**src/rtl/booth_mul_param_if.sv**
```systemverilog
// Bus bundle between a CPU-side register block (master) and booth_mul_param (slave).
// The i_accEn member exists only when BOOTH_MUL_ACC_EN is defined.
interface booth_mul_param_if #(
  parameter int WIDTH = 16
);
  logic                 i_start;
  logic                 i_ack;
  logic                 i_signedMode;
  logic                 i_irqEnable;
  logic [WIDTH-1:0]     i_dataA;
  logic [WIDTH-1:0]     i_dataB;
`ifdef BOOTH_MUL_ACC_EN
  logic                 i_accEn;
`endif
  logic                 o_busy;
  logic                 o_irq;
  logic                 o_done;
  logic [2*WIDTH-1:0]   o_result;

`ifdef BOOTH_MUL_ACC_EN
  modport master (
    output i_start, i_ack, i_signedMode, i_irqEnable, i_dataA, i_dataB, i_accEn,
    input  o_busy, o_irq, o_done, o_result
  );
  modport slave (
    input  i_start, i_ack, i_signedMode, i_irqEnable, i_dataA, i_dataB, i_accEn,
    output o_busy, o_irq, o_done, o_result
  );
`else
  modport master (
    output i_start, i_ack, i_signedMode, i_irqEnable, i_dataA, i_dataB,
    input  o_busy, o_irq, o_done, o_result
  );
  modport slave (
    input  i_start, i_ack, i_signedMode, i_irqEnable, i_dataA, i_dataB,
    output o_busy, o_irq, o_done, o_result
  );
`endif
endinterface

```
**src/rtl/booth_mul_param.sv**
```systemverilog
// Sequential radix-4 Booth multiplier, WIDTH/2+1 steps per product, busy/irq/ack handshake.
// Optional accumulate mode (result += product) when BOOTH_MUL_ACC_EN is defined.
module booth_mul_param #(
  parameter int WIDTH = 16
) (
  input logic              i_clk,
  input logic              i_resetn,
  booth_mul_param_if.slave bus
);
  localparam int NSTEP = WIDTH / 2 + 1;
  localparam int EW    = WIDTH + 2;
  localparam int PW    = WIDTH + 3;
  localparam int CW    = $clog2(NSTEP);
  localparam logic [CW-1:0] LAST = CW'(NSTEP - 1);

  typedef enum logic [1:0] {IDLE, RUN, WAIT_ACK} state_t;

  state_t               r_state;
  logic                 r_startQ;
  logic [CW-1:0]        r_count;
  logic [EW-1:0]        r_a;
  logic [PW-1:0]        r_acc;
  logic [PW-1:0]        r_mul;
  logic                 r_busy;
  logic                 r_irq;
  logic                 r_done;
  logic [2*WIDTH-1:0]   r_result;
`ifdef BOOTH_MUL_ACC_EN
  logic                 r_accMode;
`endif

  logic                 w_edge;
  logic [EW-1:0]        w_aExt;
  logic [EW-1:0]        w_bExt;
  logic [PW-1:0]        w_aPart;
  logic [2:0]           w_window;
  logic [PW-1:0]        w_addend;
  logic [PW-1:0]        w_sum;
  logic [PW-1:0]        w_accNext;
  logic [PW-1:0]        w_mulNext;
  logic [2*WIDTH-1:0]   w_product;
  logic [2*WIDTH-1:0]   w_resultNext;

  assign w_edge = bus.i_start & ~r_startQ;
  assign w_aExt = bus.i_signedMode ? {{2{bus.i_dataA[WIDTH-1]}}, bus.i_dataA}
                                   : {2'b00, bus.i_dataA};
  assign w_bExt = bus.i_signedMode ? {{2{bus.i_dataB[WIDTH-1]}}, bus.i_dataB}
                                   : {2'b00, bus.i_dataB};

  // r_mul holds the unconsumed multiplier bits with b[-1] at bit 0; product bits shift in at the top
  assign w_aPart  = {r_a[EW-1], r_a};
  assign w_window = r_mul[2:0];

  always_comb begin
    w_addend = '0;
    case (w_window)
      3'b001, 3'b010: w_addend = w_aPart;
      3'b011:         w_addend = w_aPart << 1;
      3'b100:         w_addend = -(w_aPart << 1);
      3'b101, 3'b110: w_addend = -w_aPart;
      default:        w_addend = '0;
    endcase
  end

  assign w_sum     = r_acc + w_addend;
  assign w_accNext = {{2{w_sum[PW-1]}}, w_sum[PW-1:2]};
  assign w_mulNext = {w_sum[1:0], r_mul[PW-1:2]};
  // After the last step the low WIDTH+2 product bits sit in r_mul[PW-1:1]
  assign w_product = {w_accNext[WIDTH-3:0], w_mulNext[PW-1:1]};

`ifdef BOOTH_MUL_ACC_EN
  assign w_resultNext = r_accMode ? (r_result + w_product) : w_product;
`else
  assign w_resultNext = w_product;
`endif

  always_ff @(posedge i_clk) begin
    if (!i_resetn) begin
      r_state  <= IDLE;
      r_startQ <= 1'b0;
      r_count  <= '0;
      r_a      <= '0;
      r_acc    <= '0;
      r_mul    <= '0;
      r_busy   <= 1'b0;
      r_irq    <= 1'b0;
      r_done   <= 1'b0;
      r_result <= '0;
`ifdef BOOTH_MUL_ACC_EN
      r_accMode <= 1'b0;
`endif
    end else begin
      r_startQ <= bus.i_start;
      r_done   <= 1'b0;
      case (r_state)
        IDLE: begin
          if (w_edge) begin
            r_a     <= w_aExt;
            r_mul   <= {w_bExt, 1'b0};
            r_acc   <= '0;
            r_count <= '0;
            r_busy  <= 1'b1;
            r_state <= RUN;
`ifdef BOOTH_MUL_ACC_EN
            r_accMode <= bus.i_accEn;
`endif
          end
        end
        RUN: begin
          r_acc   <= w_accNext;
          r_mul   <= w_mulNext;
          r_count <= r_count + CW'(1);
          if (r_count == LAST) begin
            r_result <= w_resultNext;
            r_done   <= 1'b1;
            if (bus.i_irqEnable) begin
              r_irq   <= 1'b1;
              r_state <= WAIT_ACK;
            end else begin
              r_busy  <= 1'b0;
              r_state <= IDLE;
            end
          end
        end
        WAIT_ACK: begin
          if (bus.i_ack) begin
            r_irq   <= 1'b0;
            r_busy  <= 1'b0;
            r_state <= IDLE;
          end
        end
        default: r_state <= IDLE;
      endcase
    end
  end

  assign bus.o_busy   = r_busy;
  assign bus.o_irq    = r_irq;
  assign bus.o_done   = r_done;
  assign bus.o_result = r_result;
endmodule
```
**src/flat_wrapper.sv**
```systemverilog
// flat-port wrapper written by rule: the top's interface ports become plain ports
module booth_mul_param_flat 
#(
  parameter int WIDTH = 16
)
  (i_clk, i_resetn, bus_i_start, bus_i_ack, bus_i_signedMode, bus_i_irqEnable, bus_i_dataA, bus_i_dataB, bus_o_busy, bus_o_irq, bus_o_done, bus_o_result);
  booth_mul_param_if #(.WIDTH(WIDTH)) bus_i ();
  input logic i_clk;
  input logic i_resetn;
  input wire logic [$bits(bus_i.i_start)-1:0] bus_i_start;
  input wire logic [$bits(bus_i.i_ack)-1:0] bus_i_ack;
  input wire logic [$bits(bus_i.i_signedMode)-1:0] bus_i_signedMode;
  input wire logic [$bits(bus_i.i_irqEnable)-1:0] bus_i_irqEnable;
  input wire logic [$bits(bus_i.i_dataA)-1:0] bus_i_dataA;
  input wire logic [$bits(bus_i.i_dataB)-1:0] bus_i_dataB;
  output wire logic [$bits(bus_i.o_busy)-1:0] bus_o_busy;
  output wire logic [$bits(bus_i.o_irq)-1:0] bus_o_irq;
  output wire logic [$bits(bus_i.o_done)-1:0] bus_o_done;
  output wire logic [$bits(bus_i.o_result)-1:0] bus_o_result;
  assign bus_i.i_start = bus_i_start;
  assign bus_i.i_ack = bus_i_ack;
  assign bus_i.i_signedMode = bus_i_signedMode;
  assign bus_i.i_irqEnable = bus_i_irqEnable;
  assign bus_i.i_dataA = bus_i_dataA;
  assign bus_i.i_dataB = bus_i_dataB;
  assign bus_o_busy = bus_i.o_busy;
  assign bus_o_irq = bus_i.o_irq;
  assign bus_o_done = bus_i.o_done;
  assign bus_o_result = bus_i.o_result;
  booth_mul_param #(.WIDTH(WIDTH)) u_core (.i_clk(i_clk), .i_resetn(i_resetn), .bus(bus_i));
endmodule
```
**config.mk**
```make
export PLATFORM = sky130hd
export DESIGN_NAME = booth_mul_param_flat
export DESIGN_NICKNAME = d
export VERILOG_FILES = /design/src/rtl/booth_mul_param_if.sv /design/src/rtl/booth_mul_param.sv /design/src/flat_wrapper.sv
export SDC_FILE = /design/constraint.sdc
export NUM_CORES = 1
export LEC_CHECK = 0
export ABC_AREA = 1
export CAP_MARGIN = 20
export CORE_MARGIN = 2
export CORE_UTILIZATION = 49
export CTS_BUF_LIST = sky130_fd_sc_hd__clkbuf_4
export DETAILED_ROUTE_END_ITERATION = 7
export GPL_ROUTABILITY_DRIVEN = 0
export HOLD_SLACK_MARGIN = 0.12
export PLACE_DENSITY = 0.76
export SYNTH_ARGS = -nofsm -noshare
export SYNTH_HDL_FRONTEND = slang
export SYNTH_SLANG_ARGS = --single-unit
```
**constraint.sdc**
```tcl
create_clock -name i_clk -period 3.07 [get_ports i_clk]
set_input_delay 0.921 -clock i_clk [delete_from_list [all_inputs] [get_ports i_clk]]
set_output_delay 0.921 -clock i_clk [all_outputs]
set_load 0.05 [all_outputs]
```
==> results of run 1 <==
[layout by cell type (no fill, tap or decap), drive strengths merged, types with 5 or more instances in the layout]
cell and instances:
xor2 19, clkinv 5, dfxtp 95, ha 24, clkdlybuf4s50 72, buf 14
nor3 9, o211ai 8, nor2 83, o21ai 63, nand2 186, o22ai 8
o21bai 8, nand3 36, clkbuf 10, inv 75, a21oi 68, a31oi 17
nand3b 5
[power by group through the flow]
stage / Sequential (W) / Combinational, W / Clock [W]
after floorplan: 0.00143 / 0.000672 / 0
after global placement: 0.00142 / 0.000889 / 0
after detailed placement: 0.00142 / 0.000913 / 0
after CTS: 0.00140 / 0.000917 / 0.000721
after global routing: 0.00142 / 0.00109 / 0.000768
final: 0.00141 / 0.000990 / 0.000711
[how the worst max path moves through the flow]
stage | start | endpoint | cells after the start
6_report | u_core.r_a[3] | u_core.bus.o_result[29] | 18
5_1_grt | u_core.r_a[6] | u_core.r_acc[14] | 17
4_1_cts | u_core.r_a[0] | u_core.bus.o_result[26] | 18
3_5_place_dp | u_core.r_a[0] | u_core.bus.o_result[26] | 18
3_3_place_gp | u_core.r_a[0] | u_core.bus.o_result[26] | 18
2_1_floorplan | u_core.r_a[0] | u_core.bus.o_result[29] | 17
[cell families after synthesis]
kind of cell | after synthesis | synth area share
AND/OR/NAND/NOR | 330 | 0.2650
adder cells (fa/ha/maj) | 25 | 0.05893
flip-flops | 95 | 0.3499
XOR/XNOR | 20 | 0.03223
buffers and inverters | 105 | 0.08218
AO/OA/AOI/OAI | 193 | 0.2118
[metal layers]
| layer | share of wire | track usage | vias up |
|---|---|---|---|
| li1 | - | - | 2700 |
| met1 | 0.42 | 0.2894 | 2496 |
| met2 | 0.48 | 0.4127 | 188 |
| met3 | 0.064 | 0.05928 | 38 |
| met4 | 0.029 | 0.1031 | 0 |
| met5 | 0 | 0 | - |
[worst max-delay path: cells and delay by family, from the launching register on]
kind | cells | cell delay (ps)
xor gates and xnor gates | 1 | 180
AOI/OAI and AO/OA | 7 | 880
adders and majority gates | 1 | 380
DFF | 1 | 390
buffers and inverters | 1 | 30
and+or+nand+nor | 8 | 1000
[metrics by stage]
| step | instance area, µm² | instances |
|---|---|---|
| finish | 6539 | 981 |
| global route | 6539 | 981 |
| CTS | 6395 | 976 |
| detailed placement | 6250 | 960 |
| global placement | 6250 | 960 |
| floorplan | 5435 | 768 |
[area by class of cell]
class                   instances  area (µm²)  area share
multi-input cells             568        3184      0.4870
flip-flops and latches         95        1908      0.2918
repair buffers                 86       838.3      0.1282
inverters                      76       287.8     0.04401
well taps                     140       175.2     0.02679
clock buffers                  10       75.07     0.01148
clock inverters                 6       70.07     0.01072
[state kept, by name (all words and copies together), names as in the netlist]
name	cells
u_core.bus.o_busy	1
u_core.bus.o_done	1
u_core.bus.o_irq	1
u_core.bus.o_result	32
u_core.r_a	17
u_core.r_acc	17
u_core.r_count	4
u_core.r_mul	19
u_core.r_startQ	1
u_core.r_state	2
[repair_timing]
action	in CTS	in global routing
gates resized for setup	0	29
setup buffers	0	5
setup endpoints to repair	0	18
==> results.toml, run 1 <==
[synth]
synth-seq-cells = 95
synth_edf_count = 0
ys.flop_type = "dfxtp_1"
ys_seq_area_frac = 0.3499
yosys_warnings = 0
synth_most_common_cell = "nand2_1"
synthCells = 768
yosysUniqueCellTypes = 48
synth_top_area_share = 0.3499
synth_common_cells = "nand2_1 (180), dfxtp_1 (95), nor2_1 (71)"
synth_fp_nets = 831
syn_area_per_cell_um2 = 7.077
async_flop_share = 0
yosys.area.top_type = "dfxtp_1"
syn-cell-area_um2 = 5435
netlist_top_cells_area = "dfxtp_1 (35%), nand2_1 (12%), a21oi_1 (5.9%)"

[die]
start_util = 0.5014
io_pins = 73
fp-row-count = 38
dieArea_um2 = 11950
die_x_um = 109.3
core_area_um2 = 10840
die_h_um = 109.3

[worst_setup_path]
path_max_fanout = 5
reg2reg_depth = 18
rrSetupSlack_ps = 130
worst_ep_required_time_ps = 3450
end_kind = "flip-flop"
setup.worst_path.class = "reg2reg"
r2r-end = "u_core.bus.o_result[29]"
path_common_cell = "nand2_1"
cp-start-kind = "flip-flop"
cp_slowest_stage_delay_ps = 390
r2r_start = "u_core.r_a[3]"
cp_cell_sequence = "nor2_4 -> nand3_2 -> nor2_2 -> nand3_1 -> xor2_2 -> o22ai_1 -> a21oi_1 -> o21ai_1 -> ha_1 -> a21oi_2 -> o21ai_0 -> a21oi_1 -> nand2_1 -> or2_1 -> nand2_1 -> nand2_1 -> o211ai_2 -> inv_2"
crit_arrival_ps = 3320
slowest_stage = "dfxtp_2"

[final_layout]
nets = 899
syn_to_final_growth_pct = 20.30
fillers = 978
final_util = 0.6032
post_route_cells_drive_above_1_share = 0.1106
diodes = 0

[routing]
wl_per_cell_um = 14.64
drt-total-wl_um = 14360
drc_errors = 0
via_per_inst = 5.527
via_count = 5422
final_antenna_net_count = 0
drt_iter0_drc = 352
first_pass_iters = 5

[global_route]
antenna_found_initial = 0
grt_usage = 0.2419
grt_pass1_wl_um = 23090
grt_pass1_vias = 5080
grt_max_degree = 53
overflow = 0

[clocking]
clock_path_buffers = 2
cts.sinks = 95
clockRootBuffer = "clkbuf_4"
clk_pin_slew_ps = 160
insertion_delay_ps = 470
postCtsHoldBufs = 0
cts_tree = "built"
cts_buffers = 9
cts_max_level = 3

[timing]
tightest_slew_ps = 652.9
slew_headroom = 0.5641
setup_ws_ps = 127.3
setup_viol = 0
min_period_over_period = 0.9585
setup_tns_ps = 0
hold_viol = 0
hold_ws_ps = 461.1
post-route-min-period_ps = 2943
clock.fmax_ghz = 0.3398
fin_skew_ps = 26.71
slew_violations = 0

[worst_hold_path]
hp-start = "u_core.bus.o_irq"
holdPathStages = 2
hp-class = "reg2reg"
min_to = "u_core.bus.o_irq"

[pwr]
p_seq_frac = 0.452
internal_power_w = 0.001944
switchingPower_w = 0.001164
ir_drop_uv = 412.3
netSwitchingFraction = 0.3745
power_frac_comb = 0.319
power_density_nw_per_um2 = 475.4
p_leak_nw = 2.744
pwr-share-clk = 0.229
power_w = 0.003108

[run_status]
status = "completed"

[place]
dp_slack_ps = 36.33
dp_hpwl_um = 10420
port_buffers = 72

[job]
drv_cap = 0
(Power assumes the default switching activity.)
==> run 2, diff against run 1 <==
--- a/config.mk
+++ b/config.mk
@@ -14,6 +14,7 @@
 export GPL_ROUTABILITY_DRIVEN = 0
 export HOLD_SLACK_MARGIN = 0.12
 export PLACE_DENSITY = 0.76
+export SLEW_MARGIN = 15
 export SYNTH_ARGS = -nofsm -noshare
 export SYNTH_HDL_FRONTEND = slang
 export SYNTH_SLANG_ARGS = --single-unit
==> results of run 2 <==
No change in the layout: final DEF, timing and power equal those of run 1.
